--- config.mk ---
export PLATFORM = sky130hd
export DESIGN_NAME = apb_initiator
export DESIGN_NICKNAME = d
export VERILOG_FILES = /design/src/rtl/apb_pkg.sv /design/src/rtl/apb_timeout_cnt.sv /design/src/rtl/apb_initiator.sv
export SDC_FILE = /design/constraint.sdc
export NUM_CORES = 1
export LEC_CHECK = 0
export BUFFER_PORTS_ARGS = -buffer_cell sky130_fd_sc_hd__buf_4
export CAP_MARGIN = 20
export CORE_MARGIN = 3
export CORE_UTILIZATION = 48
export CTS_BUF_LIST = sky130_fd_sc_hd__clkbuf_8 sky130_fd_sc_hd__clkbuf_16
export CTS_CLUSTER_SIZE = 28
export DETAILED_ROUTE_END_ITERATION = 8
export PLACE_DENSITY = 0.85
export SETUP_SLACK_MARGIN = 0.2
export SYNTH_ARGS = -nofsm -noshare
export SYNTH_HDL_FRONTEND = slang
export SYNTH_SLANG_ARGS = --single-unit
export TNS_END_PERCENT = 10
--- constraint.sdc ---
create_clock -name clock -period 3.3 [get_ports clock]
set_input_delay 0.66 -clock clock [delete_from_list [all_inputs] [get_ports clock]]
set_output_delay 0.66 -clock clock [all_outputs]
set_load 0.01 [all_outputs]
--- src/rtl/apb_pkg.sv ---
// Shared APB initiator types: FSM state encoding and bus widths.
package apb_pkg;

    localparam int APB_ADDR_W = 32;
    localparam int APB_DATA_W = 32;
    localparam int APB_STRB_W = 4;

    typedef enum logic [1:0] {
        ST_IDLE   = 2'd0,
        ST_SETUP  = 2'd1,
        ST_ACCESS = 2'd2,
        ST_RESP   = 2'd3
    } apb_state_e;

endpackage

--- src/rtl/apb_timeout_cnt.sv ---
// Counts ACCESS cycles; o_last flags the final permitted cycle before abort.
module apb_timeout_cnt #(
    parameter int unsigned TIMEOUT_CYCLES = 255
) (
    input  logic clock,
    input  logic reset,
    input  logic i_clear,
    input  logic i_count,
    output logic o_last
);

    localparam int unsigned CNT_W = (TIMEOUT_CYCLES > 1) ? $clog2(TIMEOUT_CYCLES) : 1;

    logic [CNT_W-1:0] r_count;

    always_ff @(posedge clock) begin
        if (reset || i_clear) begin
            r_count <= '0;
        end else if (i_count && !o_last) begin
            r_count <= r_count + CNT_W'(1);
        end
    end

    assign o_last = (r_count == CNT_W'(TIMEOUT_CYCLES - 1));

endmodule

--- src/rtl/apb_initiator.sv ---
// Single-outstanding request/response to APB initiator.
// Optional ACCESS timeout is compiled in with `define APB_INIT_TIMEOUT_EN.
module apb_initiator
    import apb_pkg::*;
#(
    parameter int unsigned TIMEOUT_CYCLES = 255
) (
    input  logic                  clock,
    input  logic                  reset,
    input  logic                  req_valid,
    output logic                  req_ready,
    input  logic [APB_ADDR_W-1:0] req_addr,
    input  logic                  req_write,
    input  logic [APB_DATA_W-1:0] req_wdata,
    input  logic [APB_STRB_W-1:0] req_wstrb,
    input  logic [2:0]            req_prot,
    output logic                  rsp_valid,
    input  logic                  rsp_ready,
    output logic [APB_DATA_W-1:0] rsp_rdata,
    output logic                  rsp_err,
    output logic [APB_ADDR_W-1:0] out_paddr,
    output logic                  out_psel,
    output logic                  out_penable,
    output logic [2:0]            out_pprot,
    output logic                  out_pwrite,
    output logic [APB_DATA_W-1:0] out_pwdata,
    output logic [APB_STRB_W-1:0] out_pstrb,
    input  logic                  out_pready,
    input  logic [APB_DATA_W-1:0] out_prdata,
    input  logic                  out_pslverr
);

    apb_state_e r_state;
    apb_state_e w_nextState;

    logic [APB_ADDR_W-1:0] r_addr;
    logic                  r_write;
    logic [APB_DATA_W-1:0] r_wdata;
    logic [APB_STRB_W-1:0] r_wstrb;
    logic [2:0]            r_prot;
    logic [APB_DATA_W-1:0] r_rdata;
    logic                  r_err;
    logic                  w_timeout;

`ifdef APB_INIT_TIMEOUT_EN
    apb_timeout_cnt #(
        .TIMEOUT_CYCLES(TIMEOUT_CYCLES)
    ) u_timeout (
        .clock   (clock),
        .reset   (reset),
        .i_clear (r_state == ST_SETUP),
        .i_count (r_state == ST_ACCESS),
        .o_last  (w_timeout)
    );
`else
    logic w_unused_timeout;
    assign w_unused_timeout = ^TIMEOUT_CYCLES;
    assign w_timeout        = 1'b0;
`endif

    always_ff @(posedge clock) begin
        if (reset) begin
            r_state <= ST_IDLE;
        end else begin
            r_state <= w_nextState;
        end
    end

    // A timeout only applies when the slave did not answer in that same cycle.
    always_comb begin
        w_nextState = r_state;
        case (r_state)
            ST_IDLE:   if (req_valid) w_nextState = ST_SETUP;
            ST_SETUP:  w_nextState = ST_ACCESS;
            ST_ACCESS: if (out_pready || w_timeout) w_nextState = ST_RESP;
            ST_RESP:   if (rsp_ready) w_nextState = ST_IDLE;
            default:   w_nextState = ST_IDLE;
        endcase
    end

    always_comb begin
        req_ready   = (r_state == ST_IDLE) && !reset;
        out_psel    = (r_state == ST_SETUP) || (r_state == ST_ACCESS);
        out_penable = (r_state == ST_ACCESS);
        rsp_valid   = (r_state == ST_RESP);
    end

    // Write-only fields are zeroed at capture so reads drive 0 on the bus.
    always_ff @(posedge clock) begin
        if (reset) begin
            r_addr  <= '0;
            r_write <= 1'b0;
            r_wdata <= '0;
            r_wstrb <= '0;
            r_prot  <= '0;
            r_rdata <= '0;
            r_err   <= 1'b0;
        end else begin
            if (r_state == ST_IDLE && req_valid) begin
                r_addr  <= req_addr;
                r_write <= req_write;
                r_wdata <= req_write ? req_wdata : '0;
                r_wstrb <= req_write ? req_wstrb : '0;
                r_prot  <= req_prot;
            end
            if (r_state == ST_ACCESS) begin
                if (out_pready) begin
                    r_rdata <= r_write ? '0 : out_prdata;
                    r_err   <= out_pslverr;
                end else if (w_timeout) begin
                    r_rdata <= '0;
                    r_err   <= 1'b1;
                end
            end
        end
    end

    assign out_paddr  = r_addr;
    assign out_pwrite = r_write;
    assign out_pwdata = r_wdata;
    assign out_pstrb  = r_wstrb;
    assign out_pprot  = r_prot;
    assign rsp_rdata  = r_rdata;
    assign rsp_err    = r_err;

endmodule

# Word level (Yosys, flattened, before mapping)
# Index checks and enable logic that the tools add are counted.
dict set report op_classes {
  n_lt_le_gt_ge 0
  reduce_logical 7
  div 0
  bitwise_logic 0
  eq_ne 6
  add_sub_neg 0
  shifts 0
  muxes 7
  multipliers 0
}
# cell n
set op_table {}
lappend op_table {{$mux W32} 2}
lappend op_table {{$pmux W2 S4} 1}
lappend op_table {{$mux W2} 3}
lappend op_table {{$eq A2 B2 Y1 const B} 2}
lappend op_table {{$mux W4} 1}
lappend op_table {{$ne A2 B1 Y1 const B} 2}
lappend op_table {{$reduce_and A3 Y1} 1}
lappend op_table {{$eq A2 B1 Y1 const B} 1}
lappend op_table {{$logic_and A1 B1 Y1} 2}
lappend op_table {{$logic_not A2 Y1} 1}
lappend op_table {{$ne A2 B2 Y1 const B} 1}
lappend op_table {{$reduce_and A2 Y1} 1}
lappend op_table {{$logic_not A1 Y1} 1}
lappend op_table {{$logic_or A1 B1 Y1} 1}
dict set report word_totals {
  latchBits 0
  memories 0
  mem_bits_rw 0
  rom_bits 0
  elab_cells 28
  reg_bits 107
}

# Longest topological paths before layout
dict set report logic_depth {
  word_depth 3
  mapped_depth 7
}

# Least setup slack after synthesis
# No wires, ideal clock.
dict set report synth_path {
  path_type {input to output}
  startpoint {input reset}
  endpoint {output req_ready}
  required_time_ps 2640
  arrival_ps 1148
  path_slack_ps 1492
  path_buffers 2
  path_stages 3
  cell_sequence {buf_2 > buf_2 > nor2b_1}
}
dict set report synth_via {
  elab_chain_cells 2
}
# element line_no
set synth_lines {}
lappend synth_lines {{from (decl)} apb_initiator.sv:9} ;# input logic reset,
lappend synth_lines {{$logic_not A1 Y1} apb_initiator.sv:82} ;# req_ready = (r_state == ST_IDLE) && !reset;
lappend synth_lines {{$logic_and A1 B1 Y1} apb_initiator.sv:82}
lappend synth_lines {{to (decl)} apb_initiator.sv:11} ;# output logic req_ready,
# Every way passes these cells.

# Worst setup path in the final report
dict set report layout_path {
  startpoint {register r_state[0]}
  endpoint {output out_penable}
}
dict set report layout_via {
  elab_chain_cells 1
}
# element line_no
set layout_lines {}
lappend layout_lines {{from (decl)} apb_initiator.sv:33} ;# apb_state_e r_state;
lappend layout_lines {{from (signal assigned)} apb_initiator.sv:65} ;# r_state <= w_nextState;
lappend layout_lines {{$eq A2 B2 Y1} apb_initiator.sv:84} ;# out_penable = (r_state == ST_ACCESS);
lappend layout_lines {{to (decl)} apb_initiator.sv:23} ;# output logic out_penable,
# Every way passes these cells.

==> impl_results.html <==
<table>
<tr><th>Metric</th><th>Value</th></tr>
<tr><th colspan="2">Status</th></tr>
<tr><td>Status</td><td>complete, no violations</td></tr>
<tr><th colspan="2">Global routing</th></tr>
<tr><td>Via count of the first global-routing pass</td><td>around 4000</td></tr>
<tr><td>Maximum number of pins on one net before global-route repair</td><td>62</td></tr>
<tr><td>All-layer global routing usage</td><td>0.242</td></tr>
<tr><td>Number of antenna violations at the first check in global routing</td><td>0</td></tr>
<tr><td>Overflow left after global routing</td><td>0</td></tr>
<tr><td>Global-route wire length before repair</td><td>approximately 19 mm</td></tr>
<tr><th colspan="2">Layout</th></tr>
<tr><td>Core Util, Final</td><td>0.745</td></tr>
<tr><td>Commonest non-fill, non-tap cell in the layout</td><td>sky130_fd_sc_hd__buf_4</td></tr>
<tr><td>Fraction of layout instances using a drive strength above 1</td><td>0.352</td></tr>
<tr><td>Net count reported at finish</td><td>about 790</td></tr>
<tr><td>Total inserted antenna cells</td><td>0</td></tr>
<tr><td>Most frequent cells in the layout</td><td>221 x sky130_fd_sc_hd__buf_4, 144 x sky130_fd_sc_hd__nand2_1, 107 x sky130_fd_sc_hd__dfxtp_1</td></tr>
<tr><td>Post-Layout Inst Area</td><td>5900 µm²</td></tr>
<tr><td>Layout overhead on the synthesized area</td><td>47.1%</td></tr>
<tr><td>Count of placed standard cells in the final layout, fillers left out</td><td>784</td></tr>
<tr><th colspan="2">Clock network</th></tr>
<tr><td>Max H-tree Level</td><td>3</td></tr>
<tr><td>Worst-skew pair later-pin latency</td><td>between 0.3 and 0.4 ns</td></tr>
<tr><td>Clock tree root buffer cell</td><td>sky130_fd_sc_hd__clkbuf_8</td></tr>
<tr><td>Number of buffers inserted for hold repair after clock tree synthesis</td><td>0</td></tr>
<tr><td>Clock Sinks</td><td>about 110</td></tr>
<tr><td>CTS tree</td><td>yes</td></tr>
<tr><td>Clock slew at reported path FFs</td><td>approximately 0.09 ns</td></tr>
<tr><td>Post-CTS Repair Setup Buffers</td><td>0</td></tr>
<tr><td>Post-cts sizing count</td><td>0</td></tr>
<tr><td>Clock buffer depth</td><td>2</td></tr>
<tr><td>Total clock buffers created by CTS</td><td>9</td></tr>
<tr><th colspan="2">Synth</th></tr>
<tr><td>Synth Cell Area</td><td>4010 µm²</td></tr>
<tr><td>Number of nets produced by synthesis</td><td>around 600</td></tr>
<tr><td>Distinct cell type count after synthesis</td><td>18</td></tr>
<tr><td>Avg Inst Size Synth</td><td>between 8 and 9 µm²</td></tr>
<tr><td>Number of warning messages in the yosys log</td><td>0</td></tr>
<tr><td>Post-synthesis sequential area ratio</td><td>0.534</td></tr>
<tr><td>Post-Syn Instances</td><td>about 490</td></tr>
<tr><td>Number of storage elements in the synthesis netlist</td><td>roughly 110</td></tr>
<tr><th colspan="2">Place</th></tr>
<tr><td>Total of buffers placed on input and output ports</td><td>~220</td></tr>
<tr><td>Post-DP HPWL</td><td>8.73 mm</td></tr>
<tr><td>Post-placement cell area</td><td>between 5000 and 6000 µm²</td></tr>
<tr><td>Cell count after placement</td><td>around 770</td></tr>
<tr><td>Post-Place Worst Slack</td><td>between 1 and 1.5 ns</td></tr>
<tr><td>Routability congestion estimate from global placement</td><td>just over 0.9</td></tr>
<tr><th colspan="2">Floorplanning</th></tr>
<tr><td>Die Height</td><td>~97 µm</td></tr>
<tr><td>Area of the core</td><td>just under 8000 µm²</td></tr>
<tr><td>Effective utilization at floorplan</td><td>0.506</td></tr>
<tr><td>Std cell rows</td><td>32</td></tr>
<tr><td>Die span in x</td><td>between 90 and 100 µm</td></tr>
<tr><td>Total Die Area</td><td>9500 µm²</td></tr>
<tr><td>Num ports</td><td>219</td></tr>
<tr><th colspan="2">Setup path</th></tr>
<tr><td>Cell-by-cell listing of the critical path</td><td>inv_1 &gt; ha_1 &gt; buf_4 &gt; buf_4</td></tr>
<tr><td>Slowest Stage Delay on Critical Path</td><td>0.34 ns</td></tr>
<tr><td>Kind of critical path</td><td>flip-flop to primary output</td></tr>
<tr><td>Crit path max-delay cell type</td><td>sky130_fd_sc_hd__dfxtp_1</td></tr>
<tr><td>Worst endpoint data arrival time</td><td>between 1 and 1.5 ns</td></tr>
<tr><td>Most common cell type on the critical path</td><td>sky130_fd_sc_hd__buf_4</td></tr>
<tr><td>Top fanout value on the critical path</td><td>37</td></tr>
<tr><td>Worst EP required</td><td>roughly 2.6 ns</td></tr>
<tr><td>Critical Path End Type</td><td>primary output</td></tr>
<tr><td>Kind of start point of the critical path</td><td>flip-flop</td></tr>
<tr><th colspan="2">Worst hold path</th></tr>
<tr><td>Hold Path Class</td><td>flip-flop to flip-flop</td></tr>
<tr><th colspan="2">Timing</th></tr>
<tr><td>Relative slew margins</td><td>0.523</td></tr>
<tr><td>Time the worst path needs with I/O delays and setup</td><td>roughly 2.1 ns</td></tr>
<tr><td>Worst-margin pin slew</td><td>slightly above 0.7 ns</td></tr>
<tr><td>Setup violators final</td><td>0</td></tr>
<tr><td>Slack of the critical path</td><td>roughly 1.2 ns</td></tr>
<tr><td>RSZ-0062 raised after global routing</td><td>false</td></tr>
<tr><td>Period utilisation layout</td><td>0.645</td></tr>
<tr><td>Max Clk Rate</td><td>0.470 GHz</td></tr>
<tr><td>Final Hold Vio Count</td><td>0</td></tr>
<tr><td>Summed negative setup slack over all endpoints</td><td>0 ns</td></tr>
<tr><td>Worst clock skew</td><td>between 0.01 and 0.015 ns</td></tr>
<tr><td>Max-slew violation total from the final report</td><td>0</td></tr>
<tr><th colspan="2">Route</th></tr>
<tr><td>Detailed-router iteration count before antenna repair</td><td>5</td></tr>
<tr><td>Final ANT Viol Nets</td><td>0</td></tr>
<tr><td>DRC errors left</td><td>0</td></tr>
<tr><td>WL/cell</td><td>roughly 15 µm</td></tr>
<tr><td>Detailed router's first-iteration violation count</td><td>110</td></tr>
<tr><td>Via count of the routed design</td><td>4127</td></tr>
<tr><td>Vias per Instance</td><td>about 5.3</td></tr>
<tr><td>Sum of routed wire length over all layers</td><td>around 12 mm</td></tr>
<tr><th colspan="2">Run</th></tr>
<tr><td>Max capacitance violation total</td><td>0</td></tr>
<tr><th colspan="2">Power</th></tr>
<tr><td>Cell leakage power</td><td>between 2 and 3 nW</td></tr>
<tr><td>Worst IR drop on VDD</td><td>roughly 0.38 mV</td></tr>
<tr><td>Power per standard cell area</td><td>606 nW/µm²</td></tr>
</table>
cells by family (layout without fill, tap and decap cells):
| kind of cell | Yosys count | count (layout) | synth area share |
|---|---|---|---|
| AOI/OAI and AO/OA | 106 | 106 | 0.133 |
| adders and majority gates | 4 | 4 | 0.0125 |
| buffers and inverters | 48 | 243 | 0.0555 |
| DFF | 107 | 107 | 0.534 |
| muxes | 1 | 1 | 0.00249 |
| and+or+nand+nor | 221 | 221 | 0.262 |
sequential cells by signal, indices dropped and copies added (netlist names):
signal and count:
out_paddr 32, out_pwdata 32, rsp_rdata 32, out_pstrb 4, out_pprot 3, r_state 2, out_pwrite 1, rsp_err 1
report_power, final:
group	internal (mW)	leakage, nW	total (mW)	switching, mW
clock	0.520	0.125	0.950	0.430
sequential	1.46	0.871	1.56	0.0971
combinational	0.493	1.55	1.06	0.571
total	2.48	2.55	3.58	1.10
critical path, delay by kind of cell, from the launching register on:
kind       cells  cell delay (ns)
fa+ha+maj      1             0.15
buf+inv        3             0.62
flops          1             0.34
worst paths after layout:
kind	from	to	slack (ns)	cells past startpoint
hold reg to reg	out_pwdata[15]	out_pwdata[15]	0.46	2
hold / removal	out_pwdata[15]	out_pwdata[15]	0.46	2
setup / recovery	r_state[0]	out_penable	1.17	4
setup reg to reg	r_state[0]	out_pwdata[2]	1.37	6
cell usage after synthesis:
| library cell | count | area, µm² |
|---|---|---|
| sky130_fd_sc_hd__mux2i_1 | 1 | 10.0 |
| sky130_fd_sc_hd__dfxtp_1 | 107 | 2140 |
| sky130_fd_sc_hd__nand3_1 | 37 | 185 |
| sky130_fd_sc_hd__and2_1 | 1 | 6.26 |
| sky130_fd_sc_hd__clkbuf_1 | 21 | 78.8 |
| sky130_fd_sc_hd__o211a_1 | 1 | 10.0 |
| sky130_fd_sc_hd__nor2b_1 | 4 | 25.0 |
| sky130_fd_sc_hd__buf_6 | 1 | 11.3 |
| sky130_fd_sc_hd__or4_1 | 1 | 7.51 |
| sky130_fd_sc_hd__buf_2 | 16 | 80.1 |
| sky130_fd_sc_hd__ha_1 | 4 | 50.1 |
| sky130_fd_sc_hd__buf_1 | 3 | 11.3 |
| sky130_fd_sc_hd__a21oi_1 | 105 | 526 |
| sky130_fd_sc_hd__inv_1 | 3 | 11.3 |
| sky130_fd_sc_hd__nor3_1 | 1 | 5.00 |
| sky130_fd_sc_hd__buf_4 | 4 | 30.0 |
| sky130_fd_sc_hd__nand4b_1 | 32 | 280 |
| sky130_fd_sc_hd__nand2_1 | 145 | 544 |
area by class of cell:
cell class	instances	area, µm²
multi-input cells	332	1650
repair buffers	224	1730
fillers	598	2020
flip-flops and latches	107	2140
clock inverters	6	105
inverters	3	11.3
clock buffers	10	138
well taps	102	128
per-stage QoR:
| stage | hold slack [ns] | total power, mW |
|---|---|---|
| floorplan | 0.468 | 2.15 |
| global placement | 0.438 | 2.62 |
| finish | 0.458 | 3.58 |
| CTS | 0.458 | 3.58 |
| global route | 0.472 | 3.76 |
| detailed placement | 0.447 | 2.65 |
layer usage:
layer / global-route usage / share of wire / up-vias
met2: 0.389 / 0.47 / 197
met3: 0.0912 / 0.10 / 34
li1: - / - / 2017
met4: 0.118 / 0.037 / 0
met1: 0.284 / 0.39 / 1879
met5: 0 / 0 / -
No activity file was read; power rests on OpenSTA's default activity.
